### src/rtl/mem_bus_arbiter.sv
// mem_bus_arbiter: serialises core data and fetch accesses onto one memory bus, data first, with an ack watchdog
module mem_bus_arbiter #(
  parameter int ADDR_WIDTH = 32,
  parameter int DATA_WIDTH = 32,
  parameter int SEL_WIDTH = 4,
  parameter int TIMEOUT_CYCLES = 255
) (
  input  logic                  clk,
  input  logic                  rst,
  input  logic                  rom_en,
  input  logic [SEL_WIDTH-1:0]  rom_write_en,
  input  logic [ADDR_WIDTH-1:0] rom_addr,
  input  logic [DATA_WIDTH-1:0] rom_write_data,
  output logic [DATA_WIDTH-1:0] rom_read_data,
  input  logic                  ram_en,
  input  logic [SEL_WIDTH-1:0]  ram_write_en,
  input  logic [ADDR_WIDTH-1:0] ram_addr,
  input  logic [DATA_WIDTH-1:0] ram_write_data,
  output logic [DATA_WIDTH-1:0] ram_read_data,
  output logic                  stall,
  output logic                  bus_req,
  output logic [SEL_WIDTH-1:0]  bus_write_en,
  output logic [ADDR_WIDTH-1:0] bus_addr,
  output logic [DATA_WIDTH-1:0] bus_write_data,
  input  logic [DATA_WIDTH-1:0] bus_read_data,
  input  logic                  bus_ack,
  output logic                  bus_error
);
  localparam int CW = TIMEOUT_CYCLES > 0 ? $clog2(TIMEOUT_CYCLES + 1) : 1;
  localparam logic [CW-1:0] LIMIT = CW'(TIMEOUT_CYCLES);
  typedef enum logic [1:0] {IDLE, DATA, INST, DONE} state_t;
  state_t state;
  logic pend_i;
  logic [CW-1:0] cnt;
  logic abort, done, rd;
  assign stall = state == DATA || state == INST || (state == IDLE && (rom_en || ram_en));
  // an ack in the limit cycle still completes normally
  assign abort = TIMEOUT_CYCLES != 0 && !bus_ack && cnt == LIMIT;
  assign done = bus_ack || abort;
  assign rd = bus_write_en == '0;
  always_ff @(posedge clk) begin
    if (rst) begin
      state <= IDLE;
      pend_i <= 1'b0;
      cnt <= '0;
      bus_req <= 1'b0;
      bus_write_en <= '0;
      bus_addr <= '0;
      bus_write_data <= '0;
      rom_read_data <= '0;
      ram_read_data <= '0;
      bus_error <= 1'b0;
    end else begin
      case (state)
        IDLE: begin
          pend_i <= rom_en;
          cnt <= '0;
          if (ram_en) begin
            state <= DATA;
            bus_req <= 1'b1;
            bus_write_en <= ram_write_en;
            bus_addr <= ram_addr;
            bus_write_data <= ram_write_data;
          end else if (rom_en) begin
            state <= INST;
            bus_req <= 1'b1;
            bus_write_en <= rom_write_en;
            bus_addr <= rom_addr;
            bus_write_data <= rom_write_data;
          end
        end
        DATA: begin
          if (done) begin
            if (rd) ram_read_data <= abort ? '0 : bus_read_data;
            if (abort) bus_error <= 1'b1;
            cnt <= '0;
            // bus_req stays high into INST; the ack strobe separates the two transfers
            if (pend_i) begin
              state <= INST;
              bus_write_en <= rom_write_en;
              bus_addr <= rom_addr;
              bus_write_data <= rom_write_data;
            end else begin
              state <= DONE;
              bus_req <= 1'b0;
            end
          end else cnt <= cnt + CW'(1);
        end
        INST: begin
          if (done) begin
            if (rd) rom_read_data <= abort ? '0 : bus_read_data;
            if (abort) bus_error <= 1'b1;
            cnt <= '0;
            state <= DONE;
            bus_req <= 1'b0;
          end else cnt <= cnt + CW'(1);
        end
        DONE: state <= IDLE;
      endcase
    end
  end
endmodule
### config.mk
export PLATFORM = sky130hd
export DESIGN_NAME = mem_bus_arbiter
export DESIGN_NICKNAME = d
export VERILOG_FILES = /design/src/rtl/mem_bus_arbiter.sv
export SDC_FILE = /design/constraint.sdc
export NUM_CORES = 1
export LEC_CHECK = 0
export ABC_AREA = 1
export BUFFER_PORTS_ARGS = -buffer_cell sky130_fd_sc_hd__buf_2
export CELL_PAD_IN_SITES_DETAIL_PLACEMENT = 1
export CELL_PAD_IN_SITES_GLOBAL_PLACEMENT = 1
export CORE_ASPECT_RATIO = 0.7
export CORE_MARGIN = 2
export CORE_UTILIZATION = 35
export CTS_CLUSTER_DIAMETER = 40
export CTS_CLUSTER_SIZE = 14
export DETAILED_ROUTE_END_ITERATION = 8
export GPL_TIMING_DRIVEN = 0
export MAX_ROUTING_LAYER = met4
export PLACE_DENSITY = 0.86
export SYNTH_ARGS = -nofsm -noshare
export SYNTH_HDL_FRONTEND = slang
export SYNTH_SLANG_ARGS = --single-unit
### constraint.sdc
create_clock -name clk -period 2.4 [get_ports clk]
set_input_delay 0.24 -clock clk [delete_from_list [all_inputs] [get_ports clk]]
set_output_delay 0.24 -clock clk [all_outputs]
set_load 0.03 [all_outputs]
==> results.rst, run 1 <==
.. list-table::
   :header-rows: 1

   * - Metric
     - Value
   * - Final hold slack
     - 0.0878 ns
   * - Initial Utilization
     - 0.353
   * - Power after layout
     - 12.1 mW
   * - Most used standard cell by instance count after synthesis
     - sky130_fd_sc_hd__nand2_1
   * - # fillers
     - 3201
   * - Portion of the post-synthesis area used by sequential elements
     - 0.366
   * - Post-synth top flop
     - sky130_fd_sc_hd__dfxtp_1
   * - Area share of the largest cell type after synthesis
     - 0.366
   * - Transition time of the tightest slew-check pin
     - 0.813 ns
   * - Path class of the lowest-slack min-delay path
     - in -> reg
   * - Synthesized netlist net count
     - 1561
   * - Post-CTS Hold Buffers
     - 0
   * - Synth cell count leaders
     - sky130_fd_sc_hd__nand2_1, sky130_fd_sc_hd__inv_1, sky130_fd_sc_hd__nor2_1, sky130_fd_sc_hd__dfxtp_1, sky130_fd_sc_hd__nand4_1
   * - FFs w/ async S/R, synth
     - 0
   * - Setup repair after global routing missed its margin
     - false
   * - Critical Path Fanout Max
     - 10
   * - Detail-routed via count per cell
     - 4.46
   * - Maximum frequency from static timing analysis
     - 449 MHz
   * - Number of placed cells counting well taps
     - 1978
   * - Sequential fraction of design power
     - 0.278
   * - Per-cell routed wire length
     - 13.9 microns
   * - Power per cell area
     - 1160 nW/um^2
   * - Number of buffers on the longest clock path
     - 2
   * - Arrival time at the worst endpoint
     - 2.58 ns
   * - Postcts setup bufs
     - 0
   * - Share of synthesized cell area in and, or, nand and nor gates
     - 0.399
   * - DP HPWL
     - 21800 microns
   * - Fin crit share
     - 0.929
   * - Worst path setup slack after routing
     - 0.171 ns
   * - TritonCTS clock tree
     - yes
   * - Main combinational cell family by area after synthesis
     - simple AND/OR/NAND/NOR gates
   * - Wire length reported by the detailed router
     - 28000 microns
   * - Data required time at the worst endpoint
     - 2.75 ns
   * - Endpoint kind of the worst setup timing path
     - register
   * - Vias in the first global route
     - 8789
   * - Part of the power in combinational logic
     - 0.500
   * - Non-filler instance count after layout
     - 2011
   * - Setup TNS
     - 0 ns
   * - Worst vdd rail ir drop
     - 0.510 mV
   * - Worst slew margin relative to its limit
     - 0.458
   * - Quantity of I/O buffers inserted on ports
     - 307
   * - Avg Inst Size Synth
     - 5.74 sq um
   * - Largest clock skew in the final design
     - 0.0147 ns
   * - Cell area after layout
     - 10400 sq um
   * - First-pass GRT wire length
     - 44100 microns
   * - Status
     - completed
   * - Count of distinct cell types in the synthesized netlist
     - 21
   * - Root buffer cell
     - sky130_fd_sc_hd__clkbuf_16
   * - Skew-Pair Late Insertion Delay
     - 0.42 ns
   * - Number of instances in the synthesized netlist
     - 1383
   * - Last weighted congestion value of the routability-driven placer
     - 0.812
   * - Residual overflow from global routing
     - 0
   * - Placement row count
     - 46
   * - Sequence of cells on the critical path
     - inv_1, ha_1, buf_2, nor2_4, buf_2, buf_2, nand2_1, nand2_1, inv_1, nand4_1, nand2_1, nor2_1
   * - GR Layer Usage met3
     - 0.0564
   * - Total of flip-flops plus latches after synthesis
     - 145
   * - Tot GR Track Use
     - 0.241
   * - Cell area after placement
     - 9830 sq um
   * - Synthesized-area fraction occupied by xor and xnor cells
     - 0.00221
   * - Busiest grt layer
     - met2
   * - Number of iterations in the first detailed-routing pass
     - 4
   * - Startpoint types
     - register
   * - Maximum number of pins on one net before global-route repair
     - 17
   * - Clock transition at path regs
     - 0.07 ns
   * - Largest area contributor in the synthesized netlist
     - sky130_fd_sc_hd__dfxtp_1
   * - Largest stage delay on the critical path
     - 0.41 ns
   * - Number of clock buffers inserted by TritonCTS
     - 17
   * - Detailed router's first-iteration violation count
     - 303
   * - Die Y
     - 130 microns
   * - Routing usage on met1
     - 0.293
   * - Number of hold violations in the final report
     - 0
   * - Switching Power
     - 5.76 mW
   * - Number of clock sinks
     - 145
   * - Area of the mapped netlist
     - 7930 sq um
   * - Antenna violations before repair
     - 0
   * - Die footprint
     - 23900 sq um
   * - Clock Power Share
     - 0.222
   * - Count of flip-flops with a built-in enable after synthesis
     - 0
   * - Share of post-route cells with drive strength above 1
     - 0.217
   * - Area inside the core boundary
     - 22400 sq um
   * - Remaining routing DRC violations
     - 0
   * - Crit path max-delay cell type
     - sky130_fd_sc_hd__dfxtp_1
   * - Number of endpoints failing setup at the final stage
     - 0
   * - WS Path Type
     - reg -> reg
   * - Growth of design area from synthesis to finish
     - 31.5%
   * - Standby leakage power
     - 6.56 nW
   * - Post-layout min period
     - 2.23 ns
   * - Complex-gate fraction of the synthesized area
     - 0.0257
   * - Num ports
     - 308
   * - Synth Area in Adders
     - 0.00789
   * - Portion of netlist area occupied by mux cells
     - 0
   * - Final count of pins violating max slew
     - 0
   * - # Max-Cap Violations
     - 0
   * - Number of nets in the final layout
     - 1887
   * - Number of synthesis warnings
     - 0
   * - Worst-case setup slack after placement
     - 0.0249 ns
   * - Internal
     - 6.32 mW
   * - Core occupancy in the finished layout
     - 0.465
   * - Number of cells upsized or downsized after cts
     - 0
   * - Post-detailed-route count of antenna-violating nets
     - 0
   * - Fraction of power spent switching nets
     - 0.477
   * - Count of H-tree levels built during CTS
     - 4
   * - Top post-synthesis cells by area
     - sky130_fd_sc_hd__dfxtp_1, sky130_fd_sc_hd__nand2_1, sky130_fd_sc_hd__inv_1
   * - Overall via count from detail_route
     - 8961
   * - Routing usage on met2
     - 0.407
   * - Die X-Extent
     - 184 microns
[worst max-delay path, delay by kind of cell (launching register included)]
family,cells,cell delay [ns]
adder cells (fa/ha/maj),1,0.18
AND/OR/NAND/NOR,6,0.69
buffers and inverters,5,0.88
flip-flops,1,0.41
[metal layers]
layer | share of wire | vias to the layer above
met5 | 0 | -
met4 | 0.013 | 0
met3 | 0.061 | 22
met2 | 0.46 | 237
met1 | 0.46 | 4071
li1 | - | 4631
[placed cells by master, fill, tap and decap left out, types with 3 or more instances in the layout]
| cell type | synthesis | layout |
|---|---|---|
| sky130_fd_sc_hd__nand2_1 | 500 | 499 |
| sky130_fd_sc_hd__inv_1 | 334 | 334 |
| sky130_fd_sc_hd__buf_2 | 18 | 325 |
| sky130_fd_sc_hd__nor2_1 | 196 | 196 |
| sky130_fd_sc_hd__dfxtp_1 | 145 | 145 |
| sky130_fd_sc_hd__nand4_1 | 70 | 70 |
| sky130_fd_sc_hd__clkbuf_1 | 48 | 47 |
| sky130_fd_sc_hd__o21ai_0 | 28 | 28 |
| sky130_fd_sc_hd__clkbuf_16 | 0 | 17 |
| sky130_fd_sc_hd__nand3_1 | 10 | 10 |
| sky130_fd_sc_hd__a21oi_1 | 8 | 8 |
| sky130_fd_sc_hd__ha_1 | 5 | 5 |
| sky130_fd_sc_hd__inv_8 | 0 | 5 |
| sky130_fd_sc_hd__nand3_2 | 4 | 4 |
| sky130_fd_sc_hd__buf_4 | 3 | 3 |
| sky130_fd_sc_hd__buf_1 | 3 | 3 |
| sky130_fd_sc_hd__clkinvlp_4 | 0 | 3 |
| sky130_fd_sc_hd__inv_6 | 0 | 3 |
[cell type report]
class                      count  area, sq um  share of cell area
multi-input combinational    830         3460               0.331
sequential                   145         2900               0.278
timing repair buffer         307         1540               0.147
inverter                     334         1250               0.120
clock buffer                  17          425              0.0408
tap                          288          360              0.0345
buffer                        74          328              0.0314
clock inverter                15          169              0.0162
antenna                        1         2.50            0.000240
[sequential cells by signal, indices dropped and copies added (netlist names)]
signal          count
bus_error           1
bus_write_en        4
ram_read_data      32
bus_write_data     32
state               2
pend_i              1
bus_req             1
bus_addr           32
cnt                 8
rom_read_data      32
[power groups by stage]
| stage | clock network, mW | registers (mW) | logic, mW |
|---|---|---|---|
| after global placement | 0 | 3.37 | 5.83 |
| after floorplan | 0 | 4.51 | 3.11 |
| after CTS | 2.75 | 3.36 | 6.09 |
| final | 2.69 | 3.35 | 6.04 |
| after global routing | 2.85 | 3.43 | 6.81 |
| after detailed placement | 0 | 3.41 | 6.05 |
[cells by family after synthesis]
| group | count (synthesis) |
|---|---|
| xor+xnor | 2 |
| compound gates | 39 |
| simple gates | 784 |
| buf+inv | 408 |
| fa+ha+maj | 5 |
| flops | 145 |
[worst paths after layout]
| path | endpoint | slack, ns | startpoint | cells after the start |
|---|---|---|---|---|
| worst max-delay path | bus_write_en[1] | 0.17 | state[1] | 12 |
| worst min-delay path | cnt[1] | 0.09 | rst | 2 |
| worst max register to register | bus_write_en[1] | 0.17 | state[1] | 12 |
| worst min register to register | bus_error | 0.47 | bus_error | 2 |
(Power assumes the default switching activity.)
==> run 2: changes to the inputs <==
ABC_AREA = unset   (was 1)
CORE_UTILIZATION = 36   (was 35)
CTS_CLUSTER_SIZE = 30   (was 14)
PLACE_DENSITY = 0.85   (was 0.86)
==> results.rst, run 2 <==
.. list-table::
   :header-rows: 1

   * - Metric
     - Value
   * - Quantity of I/O buffers inserted on ports
     - 307
   * - Number of instances in the synthesized netlist
     - 693
   * - Number of synthesis warnings
     - 0
   * - Number of iterations in the first detailed-routing pass
     - 5
   * - Cell area after layout
     - 8850 sq um
   * - Number of clock sinks
     - 145
   * - Num ports
     - 308
   * - Top post-synthesis cells by area
     - sky130_fd_sc_hd__dfxtp_1, sky130_fd_sc_hd__mux2i_1, sky130_fd_sc_hd__a21oi_1
   * - Synth cell count leaders
     - sky130_fd_sc_hd__dfxtp_1, sky130_fd_sc_hd__a21oi_1, sky130_fd_sc_hd__mux2i_1, sky130_fd_sc_hd__o21ai_0, sky130_fd_sc_hd__nand3_1
   * - Count of flip-flops with a built-in enable after synthesis
     - 0
   * - Number of placed cells counting well taps
     - 1231
   * - Buffers & Inverters on Critical Path
     - 2
   * - Last weighted congestion value of the routability-driven placer
     - 0.846
   * - # fillers
     - 2162
   * - Status
     - completed
   * - Register area
     - 2900 sq um
   * - Vias in the first global route
     - 6836
   * - Data required time at the worst endpoint
     - 2.75 ns
   * - Worst min-delay path endpoint
     - rom_read_data[10]
   * - Skew-Pair Late Insertion Delay
     - 0.42 ns
   * - Count of distinct cell types in the synthesized netlist
     - 37
   * - Fin crit share
     - 0.959
   * - Maximum frequency from static timing analysis
     - 434 MHz
   * - Dominant delay contributor by cell family on the critical path
     - simple AND/OR/NAND/NOR gates
   * - Die Y
     - 115 microns
   * - Count of H-tree levels built during CTS
     - 4
   * - Number of nets in the final layout
     - 1198
   * - Clock transition at path regs
     - 0.07 ns
   * - Residual overflow from global routing
     - 0
   * - Endpoint kind of the worst setup timing path
     - register
   * - TritonCTS clock tree
     - yes
   * - Maximum number of pins on one net before global-route repair
     - 17
   * - Largest stage delay on the critical path
     - 0.70 ns
   * - Combined area of the multi-input logic cells
     - 3090 sq um
   * - Area of the mapped netlist
     - 6390 sq um
   * - Portion of netlist area occupied by mux cells
     - 0.112
   * - Largest area contributor in the synthesized netlist
     - sky130_fd_sc_hd__dfxtp_1
   * - Placement row count
     - 40
   * - DP HPWL
     - 18000 microns
   * - Area share of the largest cell type after synthesis
     - 0.454
   * - Number of endpoints failing setup at the final stage
     - 0
   * - Largest clock skew in the final design
     - 0.0126 ns
   * - Startpoint types
     - register
   * - Antenna violations before repair
     - 0
   * - Detail-routed via count per cell
     - 5.28
   * - Post-detailed-route count of antenna-violating nets
     - 0
   * - Number of buffers on the longest clock path
     - 2
   * - WHS Path Cells
     - 3
   * - Post-synth top flop
     - sky130_fd_sc_hd__dfxtp_1
   * - Tot GR Track Use
     - 0.257
   * - Remaining routing DRC violations
     - 0
   * - Synthesized netlist net count
     - 871
   * - Root buffer cell
     - sky130_fd_sc_hd__clkbuf_16
   * - Non-filler instance count after layout
     - 1264
   * - Most used standard cell by instance count after synthesis
     - sky130_fd_sc_hd__dfxtp_1
   * - Most common cell after layout, fill and taps aside
     - sky130_fd_sc_hd__buf_2
   * - Number of clock buffers inserted by TritonCTS
     - 17
   * - Setup TNS
     - 0 ns
   * - Post-CTS Hold Buffers
     - 0
   * - Worst vdd rail ir drop
     - 0.547 mV
   * - Critical Path Fanout Max
     - 10
   * - Power after layout
     - 11.4 mW
   * - Avg Inst Size Synth
     - 9.22 sq um
   * - # Max-Cap Violations
     - 0
   * - Growth of design area from synthesis to finish
     - 38.5%
   * - Number of hold violations in the final report
     - 0
   * - Share of synthesized cell area in and, or, nand and nor gates
     - 0.0870
   * - Total of flip-flops plus latches after synthesis
     - 145
   * - Path class of the lowest-slack min-delay path
     - in -> reg
   * - Worst R2R Path Depth
     - 6
   * - Share of post-route cells with drive strength above 1
     - 0.390
   * - Final count of pins violating max slew
     - 0
   * - Worst slew margin relative to its limit
     - 0.502
   * - Sequence of cells on the critical path
     - nor4_2, and2_1, clkbuf_1, buf_2, nand3_1, a21oi_1
   * - Core occupancy in the finished layout
     - 0.512
   * - Area inside the core boundary
     - 17300 sq um
   * - Complex-gate fraction of the synthesized area
     - 0.267
   * - Overall via count from detail_route
     - 6677
   * - Transition time of the tightest slew-check pin
     - 0.741 ns
   * - Worst setup slack for register-to-register paths
     - 0.1 ns
   * - Per-cell routed wire length
     - 18.5 microns
   * - Cell area after placement
     - 8210 sq um
   * - FFs w/ async S/R, synth
     - 0
   * - Critical hold path startpoint
     - bus_read_data[10]
   * - Wire length reported by the detailed router
     - 23400 microns
   * - Detailed router's first-iteration violation count
     - 384
   * - Top library cells by usage in the layout, fill and taps aside
     - sky130_fd_sc_hd__buf_2, sky130_fd_sc_hd__dfxtp_1, sky130_fd_sc_hd__a21oi_1
   * - Die footprint
     - 18800 sq um
   * - Main combinational cell family by area after synthesis
     - compound AO/OA/AOI/OAI gates
   * - Die X-Extent
     - 163 microns
   * - Worst r2r src
     - bus_write_en[3]
   * - Initial Utilization
     - 0.370
   * - Synthesized-area fraction occupied by xor and xnor cells
     - 0.00823
   * - Power per cell area
     - 1290 nW/um^2
   * - First-pass GRT wire length
     - 36700 microns
   * - Arrival time at the worst endpoint
     - 2.65 ns
   * - Post-layout min period
     - 2.30 ns
   * - Worst R2R End
     - ram_read_data[22]
   * - Number of antenna repair diodes
     - 0
   * - Setup repair after global routing missed its margin
     - false
   * - Standby leakage power
     - 3.96 nW
   * - WS Path Type
     - reg -> reg
   * - Portion of the post-synthesis area used by sequential elements
     - 0.454
   * - Crit path max-delay cell type
     - sky130_fd_sc_hd__nor4_2
   * - Synth Area in Adders
     - 0.00979
## run 2: cell count changes after synthesis, moves of 20 or more
cell / previous run / this run
sky130_fd_sc_hd__inv_1: 334 / 5
sky130_fd_sc_hd__a211oi_1: 0 / 48
sky130_fd_sc_hd__nand2_1: 500 / 7
sky130_fd_sc_hd__nor2_1: 196 / 9
sky130_fd_sc_hd__nand3_1: 10 / 66
sky130_fd_sc_hd__a211oi_2: 0 / 20
sky130_fd_sc_hd__o21ai_0: 28 / 68
sky130_fd_sc_hd__a21oi_1: 8 / 137
sky130_fd_sc_hd__nand4_1: 70 / 2
sky130_fd_sc_hd__mux2i_1: 0 / 69
## run 2: layout make-up
cell class,count,area share
inverters,5,0.00212
repair buffers,308,0.175
clock buffers,19,0.0512
plain buffers,75,0.0429
multi-input cells,468,0.349
well taps,231,0.0327
flip-flops and latches,145,0.328
clock inverters,13,0.0197
## run 2: how the worst max path moves through the flow
stage / startpoint / endpoint / cells after the start
global route: state[0] / bus_addr[17] / 10
floorplan: state[0] / bus_addr[22] / 9
CTS: state[0] / bus_addr[27] / 9
finish: bus_write_en[3] / ram_read_data[22] / 6
global placement: state[0] / bus_addr[25] / 9
detailed placement: state[0] / bus_addr[25] / 9
## run 2: where the power goes
| group | total (mW) | internal (mW) | switching [mW] |
|---|---|---|---|
| Combinational | 5.30 | 1.85 | 3.45 |
| Clock | 2.84 | 1.72 | 1.13 |
| Sequential | 3.31 | 2.98 | 0.324 |
## run 2: metal layers
layer | wire [microns] | GRT usage | vias up
li1 | - | - | 3205
met1 | 11000 | 0.341 | 3221
met2 | 10600 | 0.397 | 218
met3 | 1360 | 0.0469 | 33
met4 | 461 | 0.0867 | 0
met5 | 0 | - | -
## run 2: kinds of logic (layout without fill, tap and decap cells)
logic type,after synthesis,after routing
compound gates,279,279
xor+xnor,6,6
fa+ha+maj,5,5
buf+inv,80,420
flops,145,145
mux,71,71
simple gates,107,107
## run 2: worst min-delay path, cell delays in order
cell and delay (ns):
sky130_fd_sc_hd__buf_2 0.10, sky130_fd_sc_hd__nand3_1 0.07, sky130_fd_sc_hd__a21oi_1 0.06
## run 2: timing repair
item                                    in CTS  in global routing
resized for setup                            0                  0
endpoints found under the setup margin       0                 60
setup buffers                                0                  1
## run 2: per-stage QoR
step	hold slack, ns	setup WS, ns
detailed placement	0.454	0.0799
global placement	0.455	0.133
CTS	0.0836	0.0581
global route	0.0906	0.0255
finish	0.0899	0.0973
floorplan	0.387	0.489
